==> config.mk <==
export PLATFORM = sky130hd
export DESIGN_NAME = bidir_serializer
export DESIGN_NICKNAME = d
export VERILOG_FILES = /design/src/rtl/bidir_serializer.sv
export SDC_FILE = /design/constraint.sdc
export NUM_CORES = 1
export LEC_CHECK = 0
export ABC_AREA = 1
export BUFFER_PORTS_ARGS = -buffer_cell sky130_fd_sc_hd__clkbuf_2
export CORE_MARGIN = 2
export CORE_UTILIZATION = 51
export DETAILED_ROUTE_END_ITERATION = 6
export PLACE_DENSITY = 0.73
export SYNTH_ARGS = -nofsm -noshare
export SYNTH_HDL_FRONTEND = slang
export SYNTH_SLANG_ARGS = --single-unit
export TNS_END_PERCENT = 100
==> constraint.sdc <==
create_clock -name clk -period 1.1 [get_ports clk]
set_input_delay 0.11 -clock clk [delete_from_list [all_inputs] [get_ports clk]]
set_output_delay 0.11 -clock clk [all_outputs]
set_load 0.03 [all_outputs]
==> src/rtl/bidir_serializer.sv <==
// rtl/bidir_serializer.sv - parallel-to-serial front end for a bidirectional shift register
// Emits LSB-first (dir=0) or MSB-first (dir=1) so the downstream register ends holding the word.
module bidir_serializer #(
  parameter int N   = 4,
  parameter int GAP = 0
) (
  input  logic         clk,
  input  logic         reset,
  input  logic         in_valid,
  output logic         in_ready,
  input  logic [N-1:0] in_data,
  input  logic         in_dir,
  output logic         serial_out,
  output logic         dir,
  output logic         shift_en,
  output logic         frame_last,
  output logic         frame_done,
  output logic         busy
);

  localparam int CW = $clog2(N);

  typedef enum logic [1:0] {IDLE, SHIFT, GAP_ST} state_t;

  state_t        state_q, state_d;
  logic [N-1:0]  shreg_q, shreg_d;
  logic [CW-1:0] bit_cnt_q, bit_cnt_d;
  logic [7:0]    gap_cnt_q, gap_cnt_d;
  logic          in_ready_q, in_ready_d;
  logic          serial_out_q, serial_out_d;
  logic          dir_q, dir_d;
  logic          shift_en_q, shift_en_d;
  logic          frame_last_q, frame_last_d;
  logic          frame_done_q, frame_done_d;
  logic          busy_q, busy_d;

  always_comb begin
    state_d      = state_q;
    shreg_d      = shreg_q;
    bit_cnt_d    = bit_cnt_q;
    gap_cnt_d    = gap_cnt_q;
    in_ready_d   = in_ready_q;
    serial_out_d = serial_out_q;
    dir_d        = dir_q;
    shift_en_d   = shift_en_q;
    frame_last_d = frame_last_q;
    frame_done_d = 1'b0;
    busy_d       = busy_q;
    case (state_q)
      IDLE: begin
        if (in_valid && in_ready_q) begin
          // Bit 0 goes out straight from the input; the buffer keeps the remaining bits.
          serial_out_d = in_dir ? in_data[N-1] : in_data[0];
          shreg_d      = in_dir ? (in_data << 1) : (in_data >> 1);
          dir_d        = in_dir;
          bit_cnt_d    = '0;
          shift_en_d   = 1'b1;
          frame_last_d = 1'b0;
          busy_d       = 1'b1;
          in_ready_d   = 1'b0;
          state_d      = SHIFT;
        end else begin
          in_ready_d = 1'b1;
        end
      end
      SHIFT: begin
        if (bit_cnt_q == CW'(N - 1)) begin
          serial_out_d = 1'b0;
          shift_en_d   = 1'b0;
          frame_last_d = 1'b0;
          frame_done_d = 1'b1;
          bit_cnt_d    = '0;
          if (GAP == 0) begin
            state_d    = IDLE;
            busy_d     = 1'b0;
            in_ready_d = 1'b1;
          end else begin
            state_d   = GAP_ST;
            gap_cnt_d = 8'(GAP - 1);
          end
        end else begin
          serial_out_d = dir_q ? shreg_q[N-1] : shreg_q[0];
          shreg_d      = dir_q ? (shreg_q << 1) : (shreg_q >> 1);
          bit_cnt_d    = bit_cnt_q + 1'b1;
          frame_last_d = (bit_cnt_q == CW'(N - 2));
        end
      end
      GAP_ST: begin
        if (gap_cnt_q == 8'd0) begin
          state_d    = IDLE;
          busy_d     = 1'b0;
          in_ready_d = 1'b1;
        end else begin
          gap_cnt_d = gap_cnt_q - 8'd1;
        end
      end
      default: begin
        state_d    = IDLE;
        busy_d     = 1'b0;
        shift_en_d = 1'b0;
      end
    endcase
  end

  always_ff @(posedge clk or posedge reset) begin
    if (reset) begin
      state_q      <= IDLE;
      shreg_q      <= '0;
      bit_cnt_q    <= '0;
      gap_cnt_q    <= '0;
      in_ready_q   <= 1'b0;
      serial_out_q <= 1'b0;
      dir_q        <= 1'b0;
      shift_en_q   <= 1'b0;
      frame_last_q <= 1'b0;
      frame_done_q <= 1'b0;
      busy_q       <= 1'b0;
    end else begin
      state_q      <= state_d;
      shreg_q      <= shreg_d;
      bit_cnt_q    <= bit_cnt_d;
      gap_cnt_q    <= gap_cnt_d;
      in_ready_q   <= in_ready_d;
      serial_out_q <= serial_out_d;
      dir_q        <= dir_d;
      shift_en_q   <= shift_en_d;
      frame_last_q <= frame_last_d;
      frame_done_q <= frame_done_d;
      busy_q       <= busy_d;
    end
  end

  assign in_ready   = in_ready_q;
  assign serial_out = serial_out_q;
  assign dir        = dir_q;
  assign shift_en   = shift_en_q;
  assign frame_last = frame_last_q;
  assign frame_done = frame_done_q;
  assign busy       = busy_q;

endmodule

==> impl_metrics.json <==
{
  "drt-wirelength-per-cell_um": 11.9,
  "fillers": 101,
  "routed.top_layer": "met4",
  "cts_tree": "done",
  "drt-vias-per-instance": 5.02,
  "pre_cts_ws_ps": 22.0,
  "start_kind": "flip-flop",
  "cts.sinks": 12,
  "fin_setup_tns_ps": -5.60,
  "cts_buffer_depth": 2,
  "synth_top_area_cell": "dfrtp_1",
  "worstMarginPinSlew_ps": 489,
  "setup.worst_path.end_class": "primary output",
  "die_h_um": 40.9,
  "synth_area_um2": 693,
  "seq_area_um2": 303,
  "synth_cell_type_count": 15,
  "wl_met3_um": 63,
  "crit_arrival_ps": 990,
  "slew_violations": 0,
  "grt-ovfl-total": 0,
  "multi_input_area_um2": 324,
  "wirelength_um": 1530,
  "hpwl_um": 1050,
  "utilization": 0.712,
  "fin_crit_sh": 1.00,
  "ys_ff_latch": 12,
  "period_minus_slack_ps": 1100,
  "cts-root-buf": "clkbuf_4",
  "antenna_left": 0,
  "die_area_um2": 1670,
  "peakVddDrop_uv": 1750,
  "final_layout_size_suffix_gt1_frac": 0.319,
  "syn-num-nets": 101,
  "antenna_found_initial": 0,
  "status": "finished with violations",
  "rsz0062_at_grt": "true",
  "std_cell_rows": 13,
  "path_class": "flip-flop to primary output",
  "leakage_nw": 0.512,
  "drt_first_pass_iters": 4,
  "vias": 642,
  "grt_pass1_vias": 535,
  "required_ps": 990,
  "maxCapViolCount": 0,
  "drt-initial-drc-count": 21,
  "wl_met2_um": 820,
  "start_util": 0.539,
  "netlist_top_cells_area": "dfrtp_1, nand2_1, nand3_1",
  "skew_ps": 3.25,
  "hold_class": "input pin to flip-flop",
  "clk_pin_slew_ps": 80,
  "synthCells": 90,
  "design.core.area_um2": 1280,
  "violations": "negative setup slack",
  "finalHoldViolations": 0,
  "setup_viol": 2,
  "h-tree-depth": 1,
  "maxClockFrequency_ghz": 0.907,
  "maxSlewHeadroom": 0.673,
  "cts_buffers": 3,
  "grt_pass1_wl_um": 2280,
  "clock_latency_ps": 270,
  "avgSynthCellArea_um2": 7.70,
  "gp_congestion": 0.749,
  "total_power_mw": 2.86,
  "setup_ws_ps": -3.00,
  "cp_max_fo": 4,
  "num_antenna_cells": 0,
  "ioPinCount": 15,
  "synthToLayoutAreaGrowth_pct": 31.9,
  "drcViolationCount": 0,
  "grt_start_max_net_pins": 13,
  "drt-met1-wl_um": 634,
  "grtUsageTotal": 0.210,
  "synth.top_cell.area_share": 0.433,
  "fin_hold_ws_ps": 182,
  "yosysSeqAreaShare": 0.433,
  "yosysWarnings": 0,
  "die_w_um": 40.9,
  "port_buffers": 14,
  "p_per_area_nw_per_um2": 3130,
  "nets": 125
}
state kept, by name, indices dropped and copies added, names as in the netlist:
name and flops:
busy 1, shreg_q 4, frame_done 1, dir 1, bit_cnt_q 2, serial_out 1, frame_last 1, in_ready 1
metrics by stage:
step | cell area (um2) | cells
5_1_grt | 915 | 128
4_1_cts | 878 | 128
2_1_floorplan | 697 | 90
6_report | 915 | 128
3_5_place_dp | 798 | 120
3_3_place_gp | 798 | 120
power by group:
| group | switching (mW) | internal [mW] | total [mW] | leakage [nW] |
|---|---|---|---|---|
| combinational | 0.983 | 0.735 | 1.72 | 0.350 |
| clock | 0.152 | 0.140 | 0.293 | 0.0150 |
| sequential | 0.194 | 0.659 | 0.853 | 0.147 |
| total | 1.33 | 1.53 | 2.86 | 0.512 |
critical path: stages, from the launching register on:
cell	delay, ps
dfrtp_2	450
buf_6	140
buf_8	130
worst paths after layout:
check                           cells after the start            to  slack [ps]          from
worst max-delay path                                2          busy          -3          busy
worst min-delay path                                5    shreg_q[3]         180    in_data[2]
worst max register to register                      3  bit_cnt_q[1]          50  bit_cnt_q[1]
worst min register to register                      2    frame_last         550    frame_last
max in group asynchronous                           3          busy         360         reset
min in group asynchronous                           3    serial_out         380         reset
repair_timing:
| item | CTS | global route |
|---|---|---|
| cloned | 0 | 0 |
| hold buffers | 1 | 0 |
| setup buffers | 3 | 0 |
| endpoints found under the setup margin | 4 | 8 |
| hold endpoints to repair | 12 | 0 |
| resized for setup | 5 | 13 |
| pin swaps | 0 | 4 |
synth_stat cells (all sizes together):
| library cell | count |
|---|---|
| nor2 | 1 |
| dfrtp | 12 |
| o211ai | 1 |
| ha | 3 |
| inv | 17 |
| nand2 | 31 |
| o21ai | 7 |
| o22ai | 1 |
| buf | 3 |
| nand3 | 14 |
final cells by class:
class | count | share of cell area
well taps | 15 | 0.0205
multi-input cells | 58 | 0.354
inverters | 17 | 0.0725
repair buffers | 22 | 0.193
clock buffers | 4 | 0.0287
flip-flops and latches | 12 | 0.331
cell usage in the layout, fill, tap and decap left out:
| master | count |
|---|---|
| nand3_1 | 12 |
| nand2_1 | 29 |
| ha_1 | 1 |
| dfrtp_2 | 2 |
| buf_2 | 1 |
| clkbuf_2 | 11 |
| o211ai_1 | 1 |
| clkbuf_4 | 3 |
| nand3_4 | 1 |
| o21ai_2 | 2 |
| o22ai_1 | 1 |
| nor2_4 | 1 |
| buf_4 | 3 |
| nand2_2 | 1 |
| clkbuf_1 | 1 |
| nand3_2 | 1 |
| buf_12 | 1 |
| inv_1 | 16 |
| nand2_4 | 1 |
| dfrtp_1 | 10 |
| inv_4 | 1 |
| dlygate4sd3_1 | 1 |
| o21ai_1 | 1 |
| o21ai_0 | 4 |
| buf_8 | 2 |
| buf_6 | 3 |
| ha_2 | 2 |
layer usage:
metal	track usage	up-vias
met2	0.359	18
met1	0.262	294
met3	0.0326	2
li1	-	328
met5	0	-
met4	0.0750	0
kinds of logic (layout without fill, tap and decap cells):
| group | count (synthesis) | in the layout | synth area share |
|---|---|---|---|
| adders and majority gates | 3 | 3 | 0.0542 |
| and+or+nand+nor | 46 | 46 | 0.296 |
| AOI/OAI and AO/OA | 9 | 9 | 0.0812 |
| DFF | 12 | 12 | 0.433 |
| buffers and inverters | 20 | 43 | 0.135 |
No activity file was read; power rests on OpenSTA's default activity.
